[config.mk]
export PLATFORM = sky130hd
export DESIGN_NAME = grom_loader
export DESIGN_NICKNAME = d
export VERILOG_FILES = /design/src/rtl/grom_loader_pkg.sv /design/src/rtl/grom_addr_counter.sv /design/src/rtl/grom_loader.sv
export SDC_FILE = /design/constraint.sdc
export NUM_CORES = 1
export LEC_CHECK = 0
export CAP_MARGIN = 20
export CORE_ASPECT_RATIO = 0.75
export CORE_UTILIZATION = 44
export DETAILED_ROUTE_END_ITERATION = 8
export GPL_TIMING_DRIVEN = 0
export PLACE_DENSITY = 0.81
export SYNTH_ARGS = -nofsm -noshare
export SYNTH_HDL_FRONTEND = slang
export SYNTH_HIERARCHICAL = 1
export SYNTH_SLANG_ARGS = --single-unit
export TNS_END_PERCENT = 10
[constraint.sdc]
create_clock -name clk -period 3.1 [get_ports clk]
set_clock_uncertainty 0.2 [all_clocks]
set_input_delay 0.62 -clock clk [delete_from_list [all_inputs] [get_ports clk]]
set_output_delay 0.62 -clock clk [all_outputs]
set_load 0.1 [all_outputs]
[src/rtl/grom_loader_pkg.sv]
// grom_loader_pkg: shared state encoding, GROM geometry and wishbone address layout
package grom_loader_pkg;
  typedef enum logic [2:0] {
    S_IDLE,
    S_FETCH,
    S_WRITE,
    S_VERIFY,
    S_ADVANCE,
    S_FINISH,
    S_ERROR
  } state_t;
  localparam int GROM_PAGE_BYTES = 2048;
  localparam int GROM_PAGES      = 3;
  localparam int GROM_BYTES      = GROM_PAGES * GROM_PAGE_BYTES;
  localparam int ADR_GROM_LSB    = 13;
  localparam int ADR_GROM_W      = 3;
  localparam int ADR_PAGE_LSB    = 11;
  localparam int ADR_PAGE_W      = 2;
  localparam int ADR_OFF_LSB     = 0;
  localparam int ADR_OFF_W       = 11;
  // Wishbone address: grom in the top 3 bits, then page, then 11-bit offset.
  function automatic logic [15:0] grom_adr(input logic [2:0] g, input logic [1:0] p, input logic [10:0] o);
    return {g, p, o};
  endfunction
endpackage

[src/rtl/grom_addr_counter.sv]
// grom_addr_counter: grom/page/offset incrementer that skips page 3 and flags overrun
module grom_addr_counter
  import grom_loader_pkg::*;
#(
  parameter int NUM_GROMS = 4
) (
  input  logic        clk,
  input  logic        reset,
  input  logic        i_load,
  input  logic [2:0]  i_grom,
  input  logic        i_inc,
  output logic [15:0] o_adr,
  output logic [15:0] o_nxt_adr,
  output logic        o_nxt_ovf
);
  logic [2:0]  r_grom;
  logic [1:0]  r_page;
  logic [10:0] r_off;
  logic        w_off_wrap;
  logic        w_page_wrap;
  logic [3:0]  w_nxt_grom;
  logic [1:0]  w_nxt_page;
  logic [10:0] w_nxt_off;
  // Next address: offset wraps into the next page, page 2 wraps into the next GROM.
  always_comb begin
    w_off_wrap  = &r_off;
    w_page_wrap = w_off_wrap && (r_page == 2'(GROM_PAGES - 1));
    w_nxt_off   = r_off + 11'd1;
    w_nxt_page  = w_page_wrap ? 2'd0 : w_off_wrap ? r_page + 2'd1 : r_page;
    w_nxt_grom  = {1'b0, r_grom} + {3'd0, w_page_wrap};
  end
  assign o_adr     = grom_adr(r_grom, r_page, r_off);
  assign o_nxt_adr = grom_adr(w_nxt_grom[2:0], w_nxt_page, w_nxt_off);
  assign o_nxt_ovf = int'(w_nxt_grom) >= NUM_GROMS;
  // Position register: load restarts at page 0 offset 0, inc steps one byte.
  always_ff @(posedge clk) begin
    if (reset) begin
      r_grom <= '0;
      r_page <= '0;
      r_off  <= '0;
    end else if (i_load) begin
      r_grom <= i_grom;
      r_page <= '0;
      r_off  <= '0;
    end else if (i_inc) begin
      r_grom <= w_nxt_grom[2:0];
      r_page <= w_nxt_page;
      r_off  <= w_nxt_off;
    end
  end
endmodule

[src/rtl/grom_loader.sv]
// grom_loader: wishbone master filling the GROM store from a byte stream, with optional verify
module grom_loader
  import grom_loader_pkg::*;
#(
  parameter int NUM_GROMS = 4
) (
  input  logic        clk,
  input  logic        reset,
  input  logic        start,
  input  logic [2:0]  start_grom,
  input  logic [14:0] byte_count,
  input  logic        verify,
  input  logic [7:0]  s_data,
  input  logic        s_valid,
  output logic        s_ready,
  output logic        busy,
  output logic        done,
  output logic        error,
  output logic [15:0] err_adr,
  output logic [15:0] wb_adr_o,
  output logic [7:0]  wb_dat_o,
  input  logic [7:0]  wb_dat_i,
  output logic        wb_we_o,
  output logic        wb_sel_o,
  output logic        wb_stb_o,
  output logic        wb_cyc_o,
  input  logic        wb_ack_i
);
  state_t      r_state;
  state_t      w_next;
  logic [14:0] r_remaining;
  logic        r_verify;
  logic        r_error;
  logic [15:0] r_err_adr;
  logic [7:0]  r_dat;
  logic        w_accept;
  logic        w_bad_start;
  logic [15:0] w_nxt_adr;
  logic        w_nxt_ovf;
  logic [15:0] w_err_adr;
  assign w_accept    = start && (r_state == S_IDLE);
  assign w_bad_start = int'(start_grom) >= NUM_GROMS;
  grom_addr_counter #(.NUM_GROMS(NUM_GROMS)) u_cnt (
    .clk       (clk),
    .reset     (reset),
    .i_load    (w_accept),
    .i_grom    (start_grom),
    .i_inc     (r_state == S_ADVANCE),
    .o_adr     (wb_adr_o),
    .o_nxt_adr (w_nxt_adr),
    .o_nxt_ovf (w_nxt_ovf)
  );
  // State register.
  always_ff @(posedge clk) begin
    if (reset) r_state <= S_IDLE;
    else       r_state <= w_next;
  end
  // Next state, the address to report if we fail, and the state-decoded outputs.
  always_comb begin
    w_next    = r_state;
    w_err_adr = '0;
    s_ready   = r_state == S_FETCH;
    busy      = r_state inside {S_FETCH, S_WRITE, S_VERIFY, S_ADVANCE};
    done      = r_state == S_FINISH;
    wb_cyc_o  = r_state inside {S_WRITE, S_VERIFY};
    wb_stb_o  = wb_cyc_o;
    wb_sel_o  = wb_cyc_o;
    wb_we_o   = r_state == S_WRITE;
    case (r_state)
      S_IDLE: begin
        w_err_adr = {start_grom, 13'h0};
        if (start) w_next = (byte_count == '0) ? S_FINISH : w_bad_start ? S_ERROR : S_FETCH;
      end
      S_FETCH:   if (s_valid) w_next = S_WRITE;
      S_WRITE:   if (wb_ack_i) w_next = r_verify ? S_VERIFY : S_ADVANCE;
      S_VERIFY: begin
        w_err_adr = wb_adr_o;
        if (wb_ack_i) w_next = (wb_dat_i == r_dat) ? S_ADVANCE : S_ERROR;
      end
      S_ADVANCE: begin
        w_err_adr = w_nxt_adr;
        w_next    = (r_remaining == 15'd1) ? S_FINISH : w_nxt_ovf ? S_ERROR : S_FETCH;
      end
      default:   w_next = S_IDLE;
    endcase
  end
  // Transfer bookkeeping: latched job, stream byte, sticky error and its address.
  always_ff @(posedge clk) begin
    if (reset) begin
      r_remaining <= '0;
      r_verify    <= 1'b0;
      r_error     <= 1'b0;
      r_err_adr   <= '0;
      r_dat       <= '0;
    end else begin
      if (w_accept) begin
        r_remaining <= byte_count;
        r_verify    <= verify;
      end
      if (r_state == S_ADVANCE) r_remaining <= r_remaining - 15'd1;
      if (r_state == S_FETCH && s_valid) r_dat <= s_data;
      r_error   <= (w_next == S_ERROR) ? 1'b1 : w_accept ? 1'b0 : r_error;
      r_err_adr <= (w_next == S_ERROR) ? w_err_adr : r_err_adr;
    end
  end
  assign error    = r_error;
  assign err_adr  = r_err_adr;
  assign wb_dat_o = r_dat;
endmodule
==> metrics.md <==
| Metric | Value |
|---|---|
| DR vias/cell | `5.868` |
| Max VDD drop | `0.5211 mV` |
| Vias in the first global route | `3205` |
| Via total after detailed routing | `3591` |
| Hold buffer count at CTS | `0` |
| Buf+Inv Stages, Crit Path | `2` |
| Syn nets | `446` |
| Largest net degree at the start of global routing | `15` |
| Cts bufs inserted | `9` |
| Part of the Yosys area used for sequential elements | `35.36%` |
| Diode count | `0` |
| Data required time of the critical path | `3.16 ns` |
| DRC violations left | `0` |
| Yosys warns | `6` |
| Max-slew headroom | `32.61%` |
| Yosys reg bits | `60` |
| Pwr dens | `607.1 nW/um^2` |
| Worst-path clk slew | `0.07 ns` |
| DRT Wirelength | `10.19 mm` |
| Mapped cell area | `3397 sq um` |
| CP endpoint kind | `flop` |
| Row count | `27` |
| Max Cap Violations | `0` |
| Util after Layout | `64.77%` |
| Clock latency on the worst-skew pair | `0.35 ns` |
| Worst min-delay path class | `flop to flop` |
| Final weighted congestion in routability-driven placement | `0.8758` |
| DP Area | `4533 sq um` |
| CTS tree | `done` |
| Minimum clock period | `3.027 ns` |
| Chip height | `78.10 microns` |
| Core footprint | `7398 sq um` |
| Initial antenna violation count | `0` |
| GRT Overall Usage | `25.79%` |
| Endpoints failing hold | `0` |
| Area contributors post-synth | `dfxtp_1 35%, nor2_1 4.6%, a21oi_1 4.4%, a211oi_2 3.7%, a31oi_1 3.7%` |
| Setup WS pre-CTS | `-0.5761 ns` |
| Global-route wire length before repair | `16.14 mm` |
| Avg WL per Cell | `16.66 microns` |
| Top cell type's share of synthesized area | `35.36%` |
| Share of cells above drive strength 1 | `18.98%` |
| Fin crit share | `97.65%` |
| Worst r2r path cells | `16` |
| CP most frequent cell | `ha_4` |
| Slew at the pin closest to its max-slew limit | `1.008 ns` |
| Worst path arrival time | `3.08 ns` |
| Min-delay src | `u_cnt/r_page[1]$_SDFFE_PP0P_` |
| Startpoint Class | `flop` |
| Classification of the worst setup path | `flop to flop` |
| Placed cells | `588` |
| DR pass1 iterations | `5` |
| Fin cells | `612` |
| Hold path depth | `2` |
| PnR worst setup slack | `0.07283 ns` |
| Final ANT Viol Nets | `0` |
| Crit-path cells | `ha_4, nand3_4, nor3_4, and2_4, ha_4, ha_4, nand2_1, a21oi_2, nor2_2, nand2_1, nor2_1, o32a_1, buf_6, and3_4, buf_6, a211oi_2` |
| Worst r2r src | `u_cnt/r_off[0]$_SDFFE_PP0P_` |
| CP top delay family | `simple AND/OR/NAND/NOR gates` |
| Net total in the final layout | `552` |
| Slowest cell on crit path | `dfxtp_4` |
| Design Area, Final | `4792 sq um` |
| TNS Setup | `0 ns` |
| Total gr overflow | `0` |
| Syn Inst Count | `400` |
| Final Setup Violations | `0` |
| Final Max Slew Viols | `0` |
| CP Launch Point | `u_cnt/r_off[0]$_SDFFE_PP0P_` |
| IO Port Bufs | `87` |
| Leakage | `1.668 nW` |
| Layout area overhead | `41.07%` |
| Syn avg cell area | `8.493 sq um` |
| Synth area leader | `dfxtp_1` |
| Die area | `8080 sq um` |
| DPL Wire Length | `7.345 mm` |
| Max FO, Critical Path | `16` |
| # H-tree levels | `3` |
| Main synth FF type | `dfxtp_1` |
| Clock Path Buffers | `2` |
| Initial Utilization | `45.92%` |
| Post-synthesis cell type count | `57` |
| Final Power | `2.909 mW` |
| EDFF count, synth | `0` |
| Chip Width | `103.5 microns` |
| CTS root buf | `clkbuf_8` |
| Hold_ws | `0.2885 ns` |
| Drt first-iter violations | `373` |
| Clock Sinks | `60` |
| Num ports | `88` |
| WP depth | `16` |
| Fmax achieved | `330.3 MHz` |
| Slowest stage delay, CP | `0.37 ns` |
| Status | `finished, final reports clean` |
| Post-synth ARST share | `0%` |
## metal layers
metal	GRT usage (%)	up-vias	part of all wire [%]
met5	0	-	0
met4	6.338	0	1.8
met3	7.747	22	8.7
met2	36.42	164	43
met1	37.85	1701	47
li1	-	1704	-
## synthesized netlist by cell type, types with 2 or more instances
library cell   n
a211oi_1       8
a211oi_2      10
a21oi_1       30
a221oi_1       2
a22oi_1       16
a311oi_1       2
a31oi_1       20
and2_1         5
buf_1          2
buf_2          2
buf_4          3
buf_6          2
clkbuf_1      20
dfxtp_1       60
ha_1           6
inv_1         10
mux2_2         3
mux2i_1       11
nand2_1       25
nand2b_1       3
nand3_1       14
nand3b_1       3
nand4_1        6
nand4_2        2
nor2_1        42
nor2b_1        2
nor3_1         9
nor4_1         7
o211ai_1       7
o21ai_0        3
o311ai_0       3
o31ai_1        6
or2_2          2
or3_1          4
or4_1          7
xnor2_1       12
xor2_1        11
## layout by cell type, fill, tap and decap left out, types with 8 or more instances in the layout
cell type / count
clkdlybuf4s50_1: 80
dfxtp_1: 47
nor2_1: 41
a21oi_1: 29
nand2_1: 25
a31oi_1: 18
a22oi_1: 16
clkbuf_1: 14
buf_4: 14
xnor2_1: 12
nand3_1: 11
mux2i_1: 11
clkbuf_8: 11
xor2_1: 11
inv_1: 10
a211oi_2: 10
dfxtp_4: 10
nor3_1: 9
a211oi_1: 8
## report_power, final
part | internal (mW) | total, mW | switching [mW]
sequential | 0.856 | 0.938 | 0.0821
combinational | 0.395 | 1.34 | 0.946
clock | 0.307 | 0.630 | 0.324
## flip-flops by register name, summed over array words and instances, names as in the netlist
name and cells:
u_cnt/r_grom 3, err_adr 16, u_cnt/r_page 2, error 1, wb_dat_o 8, u_cnt/r_off 11, r_state 3, r_remaining 15
r_verify 1
## worst reg2reg max path: stages (launching register included)
cell	delay (ns)
dfxtp_4	0.37
ha_4	0.15
nand3_4	0.08
nor3_4	0.25
and2_4	0.19
ha_4	0.14
ha_4	0.13
nand2_1	0.07
a21oi_2	0.14
nor2_2	0.07
nand2_1	0.07
nor2_1	0.06
o32a_1	0.36
buf_6	0.13
and3_4	0.14
buf_6	0.16
a211oi_2	0.25
## area by class of cell
cell class	instances	area [sq um]
flip-flops and latches	60	1242
clock inverters	5	26.28
multi-input cells	298	2121
plain buffers	27	146.4
well taps	101	126.4
inverters	11	41.29
fillers	627	2606
clock buffers	11	141.4
repair buffers	99	947.2
## timing repair
| action | 4_1_cts | 5_1_grt |
|---|---|---|
| setup endpoints to repair | 40 | 26 |
| buffers inserted | 8 | 4 |
| resized for setup | 18 | 22 |
| pin swaps | 6 | 6 |
| gates cloned | 0 | 0 |
## path summary, 6_finish.rpt
check                                 endpoint  slack (ns)
hold / removal    u_cnt/r_page[1]$_SDFFE_PP0P_        0.29
setup reg to reg       err_adr[4]$_SDFFE_PP0N_        0.07
hold reg to reg   u_cnt/r_page[1]$_SDFFE_PP0P_        0.29
setup / recovery       err_adr[4]$_SDFFE_PP0N_        0.07
## cell families (layout without fill, tap and decap cells)
group	after synthesis	count (layout)	synth area share, %
AO/OA/AOI/OAI	111	111	23.17
adder cells (fa/ha/maj)	6	6	2.210
buffers and inverters	42	153	6.004
flip-flops	60	60	35.36
XOR/XNOR	23	23	5.930
AND/OR/NAND/NOR	143	143	22.76
multiplexers	15	15	4.567
No activity file was read; power rests on OpenSTA's default activity.
